--- src/rtl/mem_sequencer_if.sv ---
// Bus between the phase sequencer and its data source / single-port RAM.
// The sequencer side takes the master modport; the source/RAM/observer side takes slave.
interface mem_sequencer_if #(
    parameter int unsigned ADDR_WIDTH  = 4,
    parameter int unsigned TIMER_WIDTH = 8
);
    logic                   dav;
    logic                   WriteEnable;
    logic                   MemoryEnable;
    logic                   ReadValid;
    logic [ADDR_WIDTH-1:0]  Address;
    logic [ADDR_WIDTH:0]    Count;
    logic                   Full;
    logic                   Empty;
    logic [TIMER_WIDTH-1:0] TimerValue;
    logic [1:0]             PresentStateFlag;

    modport master (
        input  dav,
        output WriteEnable, MemoryEnable, ReadValid, Address,
        output Count, Full, Empty, TimerValue, PresentStateFlag
    );

    modport slave (
        output dav,
        input  WriteEnable, MemoryEnable, ReadValid, Address,
        input  Count, Full, Empty, TimerValue, PresentStateFlag
    );
endinterface

--- src/rtl/mem_sequencer.sv ---
// mem_sequencer: Idle -> Write -> Read phase sequencer with an internal phase timer,
// wrapping write/read pointers and occupancy tracking for a 2^ADDR_WIDTH single-port RAM.
// Optional feature macro: SEQ_EARLY_EXIT_EN (leave Write when full, leave Read when empty).
module mem_sequencer #(
    parameter int unsigned ADDR_WIDTH  = 4,
    parameter int unsigned TIMER_WIDTH = 8,
    parameter int unsigned IDLE_TICKS  = 5,
    parameter int unsigned WRITE_TICKS = 10,
    parameter int unsigned READ_TICKS  = 10
) (
    input  logic            clock1Hz,
    input  logic            reset,
    mem_sequencer_if.master bus
);
    localparam int unsigned DEPTH = 1 << ADDR_WIDTH;
    localparam int unsigned CNT_W = ADDR_WIDTH + 1;
    localparam logic [TIMER_WIDTH-1:0] IDLE_LAST  = TIMER_WIDTH'(IDLE_TICKS - 1);
    localparam logic [TIMER_WIDTH-1:0] WRITE_LAST = TIMER_WIDTH'(WRITE_TICKS - 1);
    localparam logic [TIMER_WIDTH-1:0] READ_LAST  = TIMER_WIDTH'(READ_TICKS - 1);

    typedef enum logic [1:0] {
        S_IDLE  = 2'd0,
        S_WRITE = 2'd1,
        S_READ  = 2'd2,
        S_BAD   = 2'd3
    } state_t;

    state_t                 r_state;
    state_t                 w_next_state;
    logic [TIMER_WIDTH-1:0] r_timer;
    logic [ADDR_WIDTH-1:0]  r_wr_ptr;
    logic [ADDR_WIDTH-1:0]  r_rd_ptr;
    logic [CNT_W-1:0]       r_count;

    logic                   w_full;
    logic                   w_empty;
    logic                   w_we;
    logic                   w_me;
    logic                   w_rv;
    logic                   w_early;
    logic [ADDR_WIDTH-1:0]  w_addr;

    assign w_full  = (r_count == CNT_W'(DEPTH));
    assign w_empty = (r_count == '0);

    // State register; the unreachable encoding recovers through the next-state logic.
    always_ff @(posedge clock1Hz) begin
        if (reset) begin
            r_state <= S_IDLE;
        end else begin
            r_state <= w_next_state;
        end
    end

    // Next state and RAM strobes: phase expiry, optional early exit, address mux.
    always_comb begin
        w_next_state = r_state;
        w_we         = 1'b0;
        w_me         = 1'b0;
        w_rv         = 1'b0;
        w_early      = 1'b0;
        w_addr       = r_rd_ptr;
        case (r_state)
            S_IDLE: begin
                if (r_timer == IDLE_LAST) begin
                    w_next_state = S_WRITE;
                end
            end
            S_WRITE: begin
                w_me   = 1'b1;
                w_addr = r_wr_ptr;
                w_we   = bus.dav & ~w_full;
`ifdef SEQ_EARLY_EXIT_EN
                w_early = w_we && (r_count == CNT_W'(DEPTH - 1));
`else
                w_early = 1'b0;
`endif
                if ((r_timer == WRITE_LAST) || w_early) begin
                    w_next_state = S_READ;
                end
            end
            S_READ: begin
                w_me = 1'b1;
                w_rv = ~w_empty;
`ifdef SEQ_EARLY_EXIT_EN
                // Count can only be 0 here on entry, since draining to 0 exits at once.
                w_early = w_empty || (w_rv && (r_count == CNT_W'(1)));
`else
                w_early = 1'b0;
`endif
                if ((r_timer == READ_LAST) || w_early) begin
                    w_next_state = S_IDLE;
                end
            end
            default: begin
                w_next_state = S_IDLE;
            end
        endcase
    end

    // Phase timer, pointers and occupancy; reads and writes are mutually exclusive by phase.
    always_ff @(posedge clock1Hz) begin
        if (reset) begin
            r_timer  <= '0;
            r_wr_ptr <= '0;
            r_rd_ptr <= '0;
            r_count  <= '0;
        end else begin
            if (w_next_state != r_state) begin
                r_timer <= '0;
            end else begin
                r_timer <= r_timer + TIMER_WIDTH'(1);
            end
            if (w_we) begin
                r_wr_ptr <= r_wr_ptr + ADDR_WIDTH'(1);
                r_count  <= r_count + CNT_W'(1);
            end else if (w_rv) begin
                r_rd_ptr <= r_rd_ptr + ADDR_WIDTH'(1);
                r_count  <= r_count - CNT_W'(1);
            end
        end
    end

    assign bus.WriteEnable      = w_we;
    assign bus.MemoryEnable     = w_me;
    assign bus.ReadValid        = w_rv;
    assign bus.Address          = w_addr;
    assign bus.Count            = r_count;
    assign bus.Full             = w_full;
    assign bus.Empty            = w_empty;
    assign bus.TimerValue       = r_timer;
    assign bus.PresentStateFlag = r_state;
endmodule
--- src/flat_wrapper.sv ---
// flat-port wrapper written by rule: the top's interface ports become plain ports
module mem_sequencer_flat 
#(
    parameter int unsigned ADDR_WIDTH  = 4,
    parameter int unsigned TIMER_WIDTH = 8,
    parameter int unsigned IDLE_TICKS  = 5,
    parameter int unsigned WRITE_TICKS = 10,
    parameter int unsigned READ_TICKS  = 10
)
  (clock1Hz, reset, bus_dav, bus_WriteEnable, bus_MemoryEnable, bus_ReadValid, bus_Address, bus_Count, bus_Full, bus_Empty, bus_TimerValue, bus_PresentStateFlag);
  mem_sequencer_if #(.ADDR_WIDTH(ADDR_WIDTH), .TIMER_WIDTH(TIMER_WIDTH)) bus_i ();
  input  logic clock1Hz;
  input  logic reset;
  input wire logic [$bits(bus_i.dav)-1:0] bus_dav;
  output wire logic [$bits(bus_i.WriteEnable)-1:0] bus_WriteEnable;
  output wire logic [$bits(bus_i.MemoryEnable)-1:0] bus_MemoryEnable;
  output wire logic [$bits(bus_i.ReadValid)-1:0] bus_ReadValid;
  output wire logic [$bits(bus_i.Address)-1:0] bus_Address;
  output wire logic [$bits(bus_i.Count)-1:0] bus_Count;
  output wire logic [$bits(bus_i.Full)-1:0] bus_Full;
  output wire logic [$bits(bus_i.Empty)-1:0] bus_Empty;
  output wire logic [$bits(bus_i.TimerValue)-1:0] bus_TimerValue;
  output wire logic [$bits(bus_i.PresentStateFlag)-1:0] bus_PresentStateFlag;
  assign bus_i.dav = bus_dav;
  assign bus_WriteEnable = bus_i.WriteEnable;
  assign bus_MemoryEnable = bus_i.MemoryEnable;
  assign bus_ReadValid = bus_i.ReadValid;
  assign bus_Address = bus_i.Address;
  assign bus_Count = bus_i.Count;
  assign bus_Full = bus_i.Full;
  assign bus_Empty = bus_i.Empty;
  assign bus_TimerValue = bus_i.TimerValue;
  assign bus_PresentStateFlag = bus_i.PresentStateFlag;
  mem_sequencer #(.ADDR_WIDTH(ADDR_WIDTH), .TIMER_WIDTH(TIMER_WIDTH), .IDLE_TICKS(IDLE_TICKS), .WRITE_TICKS(WRITE_TICKS), .READ_TICKS(READ_TICKS)) u_core (.clock1Hz(clock1Hz), .reset(reset), .bus(bus_i));
endmodule
--- config.mk ---
export PLATFORM = sky130hd
export DESIGN_NAME = mem_sequencer_flat
export DESIGN_NICKNAME = d
export VERILOG_FILES = /design/src/rtl/mem_sequencer_if.sv /design/src/rtl/mem_sequencer.sv /design/src/flat_wrapper.sv
export SDC_FILE = /design/constraint.sdc
export NUM_CORES = 1
export LEC_CHECK = 0
export ABC_AREA = 1
export BUFFER_PORTS_ARGS = -buffer_cell sky130_fd_sc_hd__buf_2
export CAP_MARGIN = 20
export CORE_MARGIN = 4
export CORE_UTILIZATION = 53
export DETAILED_ROUTE_END_ITERATION = 8
export HOLD_SLACK_MARGIN = 0.02
export PLACE_DENSITY = 0.83
export SLEW_MARGIN = 20
export SYNTH_ARGS = -nofsm -noshare
export SYNTH_HDL_FRONTEND = slang
export SYNTH_SLANG_ARGS = --single-unit
--- constraint.sdc ---
create_clock -name clock1Hz -period 3 [get_ports clock1Hz]
set_clock_uncertainty 0.2 [all_clocks]
set_input_delay 0 -clock clock1Hz [delete_from_list [all_inputs] [get_ports clock1Hz]]
set_output_delay 0 -clock clock1Hz [all_outputs]
set_load 0.005 [all_outputs]
==> flow_metrics.tcl <==
set metrics [dict create \
    outcome "completed" \
    syn_nets 194 \
    fp.dieH_um 57.8 \
    grt_overflow 0 \
    final-setup-viol-count 0 \
    cts_setup_buffers 0 \
    synth_seq_cells 23 \
    clock_sinks 23 \
    n_fill_cell 187 \
    mappedNetlistArea_um2 1310 \
    cts_buffer_depth 2 \
    htreeDepth 1 \
    grt_pass1_vias 1241 \
    avgSynthCellArea_um2 7.38 \
    drt_iter0_markers 26 \
    die_w_um 57.8 \
    tritoncts "built" \
    drive_gt1_frac 0.202 \
    dieArea_um2 3340 \
    cts.repair.resized 0 \
    vias_per_cell 5.25 \
    drc 0 \
    rr_startpoint "u_core.bus.PresentStateFlag[1]$_SDFF_PP0_" \
    finalNetCount 225 \
    worstSetupStartpointType "register" \
    p_leak_nw 0.720 \
    yosys_warnings 0 \
    grtUsageTotal 0.189 \
    min_period_over_period 0.876 \
    final_common_cell "nand2_1" \
    fmax_mhz 381 \
    hpwl_um 2330 \
    std_cell_rows 17 \
    via_count 1239 \
    power_frac_seq 0.487 \
    drt-total-wl_um 2960 \
    clockRootBuffer "clkbuf_4" \
    critPathSlowestCell "dfxtp_1" \
    grt_first_pass_wirelength_um 5070 \
    antenna_found_initial 0 \
    crit_start "u_core.bus.PresentStateFlag[1]$_SDFF_PP0_" \
    power_uw 758 \
    clkTransAtPathRegs_ns 0.13 \
    grt_max_degree 14 \
    worstPathRequired_ns 3.01 \
    synthDistinctLibCells 25 \
    yosys.area.top_type "dfxtp_1" \
    worstMarginPinSlew_ns 0.394 \
    arrival_ns 2.64 \
    critPathMaxFanout 11 \
    clkLatencyLatePin_ns 0.31 \
    vdd_drop_max_mv 0.332 \
    combPwrFrac 0.324 \
    slew_headroom 0.738 \
    synth_top_cell_area_share 0.350 \
    max_cap_viol_count 0 \
    rsz0062_at_grt "false" \
    power_switching_uw 276 \
    hp-class "in2reg" \
    ios 27 \
    drv_slew 0 \
    start_util 0.577 \
    seq_area_frac_synth 0.350 \
    ys_top_cells_by_area "dfxtp_1, ha_1, nand2_1" \
    slowest_delay_ns 0.45 \
    switching_share 0.364 \
    power_frac_clock 0.188 \
    setup-tns-final_ns 0 \
    holdCritStartpoint "reset" \
    layout_common_cells "nand2_1, buf_2, nor2_1" \
    crit_chain "inv_1 -> ha_1 -> nand3_4 -> inv_2 -> fa_1 -> o31ai_1 -> o21bai_1 -> nand3_1 -> nand2_1 -> nor2_1" \
    p_per_area_nw_per_um2 499 \
    syn_inst 178 \
    endpoint_kind "register" \
    regArea_um2 460 \
    drt_first_pass_iters 4 \
    path_class "reg2reg" \
    min_period_ns 2.63 \
    place_congestion 0.840 \
    cts_buffers 3 \
    p_int_uw 482 \
    numPortBuffers 26 \
    core_um2 2280 \
    multiInputGateArea_um2 747 \
    area_delta_synth_final_pct 15.5 \
    num_antenna_cells 0 \
    final-hold-violation-count 0 \
    avgRoutedWirePerCell_um 12.5 \
    antenna_left 0 \
]
sequential cells by signal, indices dropped and copies added (netlist names):
| signal | flops |
|---|---|
| u_core.bus.Count | 5 |
| u_core.bus.PresentStateFlag | 2 |
| u_core.bus.TimerValue | 8 |
| u_core.r_wr_ptr | 4 |
| u_core.r_rd_ptr | 4 |
critical path: cells and delay by family, from the launching register on:
kind	cells	cell delay (ns)
adder cells (fa/ha/maj)	2	0.75
AO/OA/AOI/OAI	2	0.51
flip-flops	1	0.45
AND/OR/NAND/NOR	4	0.43
buffers and inverters	2	0.20
Yosys cell counts:
master and instances:
clkbuf_1 1, nor2_1 25, buf_2 1, nand4_1 1
o21bai_1 1, nand3_1 14, o21ai_2 1, nand3_4 1
dfxtp_1 23, ha_1 12, nand2_2 2, and3_1 1
nor3_1 1, xnor2_1 3, o21ai_0 13, o21a_1 1
inv_1 22, xor2_1 6, a21oi_1 12, o31ai_1 1
nor2_2 3, inv_2 4, fa_1 1, nor3_2 1
nand2_1 27
power groups by stage:
stage | Combinational (mW) | Sequential [mW] | Clock (mW)
detailed placement | 0.244 | 0.376 | 0
floorplan | 0.158 | 0.373 | 0
global placement | 0.226 | 0.373 | 0
CTS | 0.247 | 0.369 | 0.146
global route | 0.276 | 0.374 | 0.161
finish | 0.246 | 0.369 | 0.143
metrics by stage:
step                      setup slack [ns]   util  hold WS [ns]  cell area, µm²  std cells
after CTS                            0.400  0.667         0.262            1520        236
final                                0.373  0.667         0.270            1520        236
after detailed placement             0.432  0.646        0.0652            1470        230
after floorplan                      0.657      -        -0.131            1310        178
after global placement               0.618  0.646        0.0604            1470        230
after global routing                 0.182  0.667         0.263            1520        236
routing by layer:
| metal | track usage | part of all wire | up-vias |
|---|---|---|---|
| met5 | 0 | 0 | - |
| met4 | 0.0662 | 0.013 | 0 |
| met3 | 0.0356 | 0.043 | 5 |
| met2 | 0.345 | 0.49 | 26 |
| met1 | 0.219 | 0.45 | 579 |
| li1 | - | - | 629 |
kinds of logic (layout without fill, tap and decap cells):
family                     after synthesis  count (layout)  share of synthesized area
AOI/OAI and AO/OA                       29              29                      0.119
xor gates and xnor gates                 9               9                     0.0600
adders and majority gates               13              13                      0.130
buffers and inverters                   28              58                     0.0809
DFF                                     23              23                      0.350
and+or+nand+nor                         76              76                      0.260
timing repair:
action	4_1_cts	5_1_grt
setup endpoints to repair	0	0
hold buffers	2	0
hold endpoints to repair	7	0
area by class of cell:
type	count	share of cell area
flip-flops and latches	23	0.303
clock inverters	1	0.00330
clock buffers	3	0.0148
multi-input cells	127	0.492
inverters	26	0.0643
well taps	28	0.0231
repair buffers	28	0.0989
final timing paths:
check | endpoint | slack [ns] | cells past startpoint
setup reg to reg | u_core.bus.Count[4]$_SDFFE_PP0P_ | 0.37 | 10
hold / removal | u_core.bus.PresentStateFlag[0]$_SDFF_PP0_ | 0.27 | 3
hold reg to reg | u_core.r_rd_ptr[3]$_SDFFE_PP0P_ | 0.28 | 2
setup / recovery | u_core.bus.Count[4]$_SDFFE_PP0P_ | 0.37 | 10
Power figures use the tool's default switching activity.
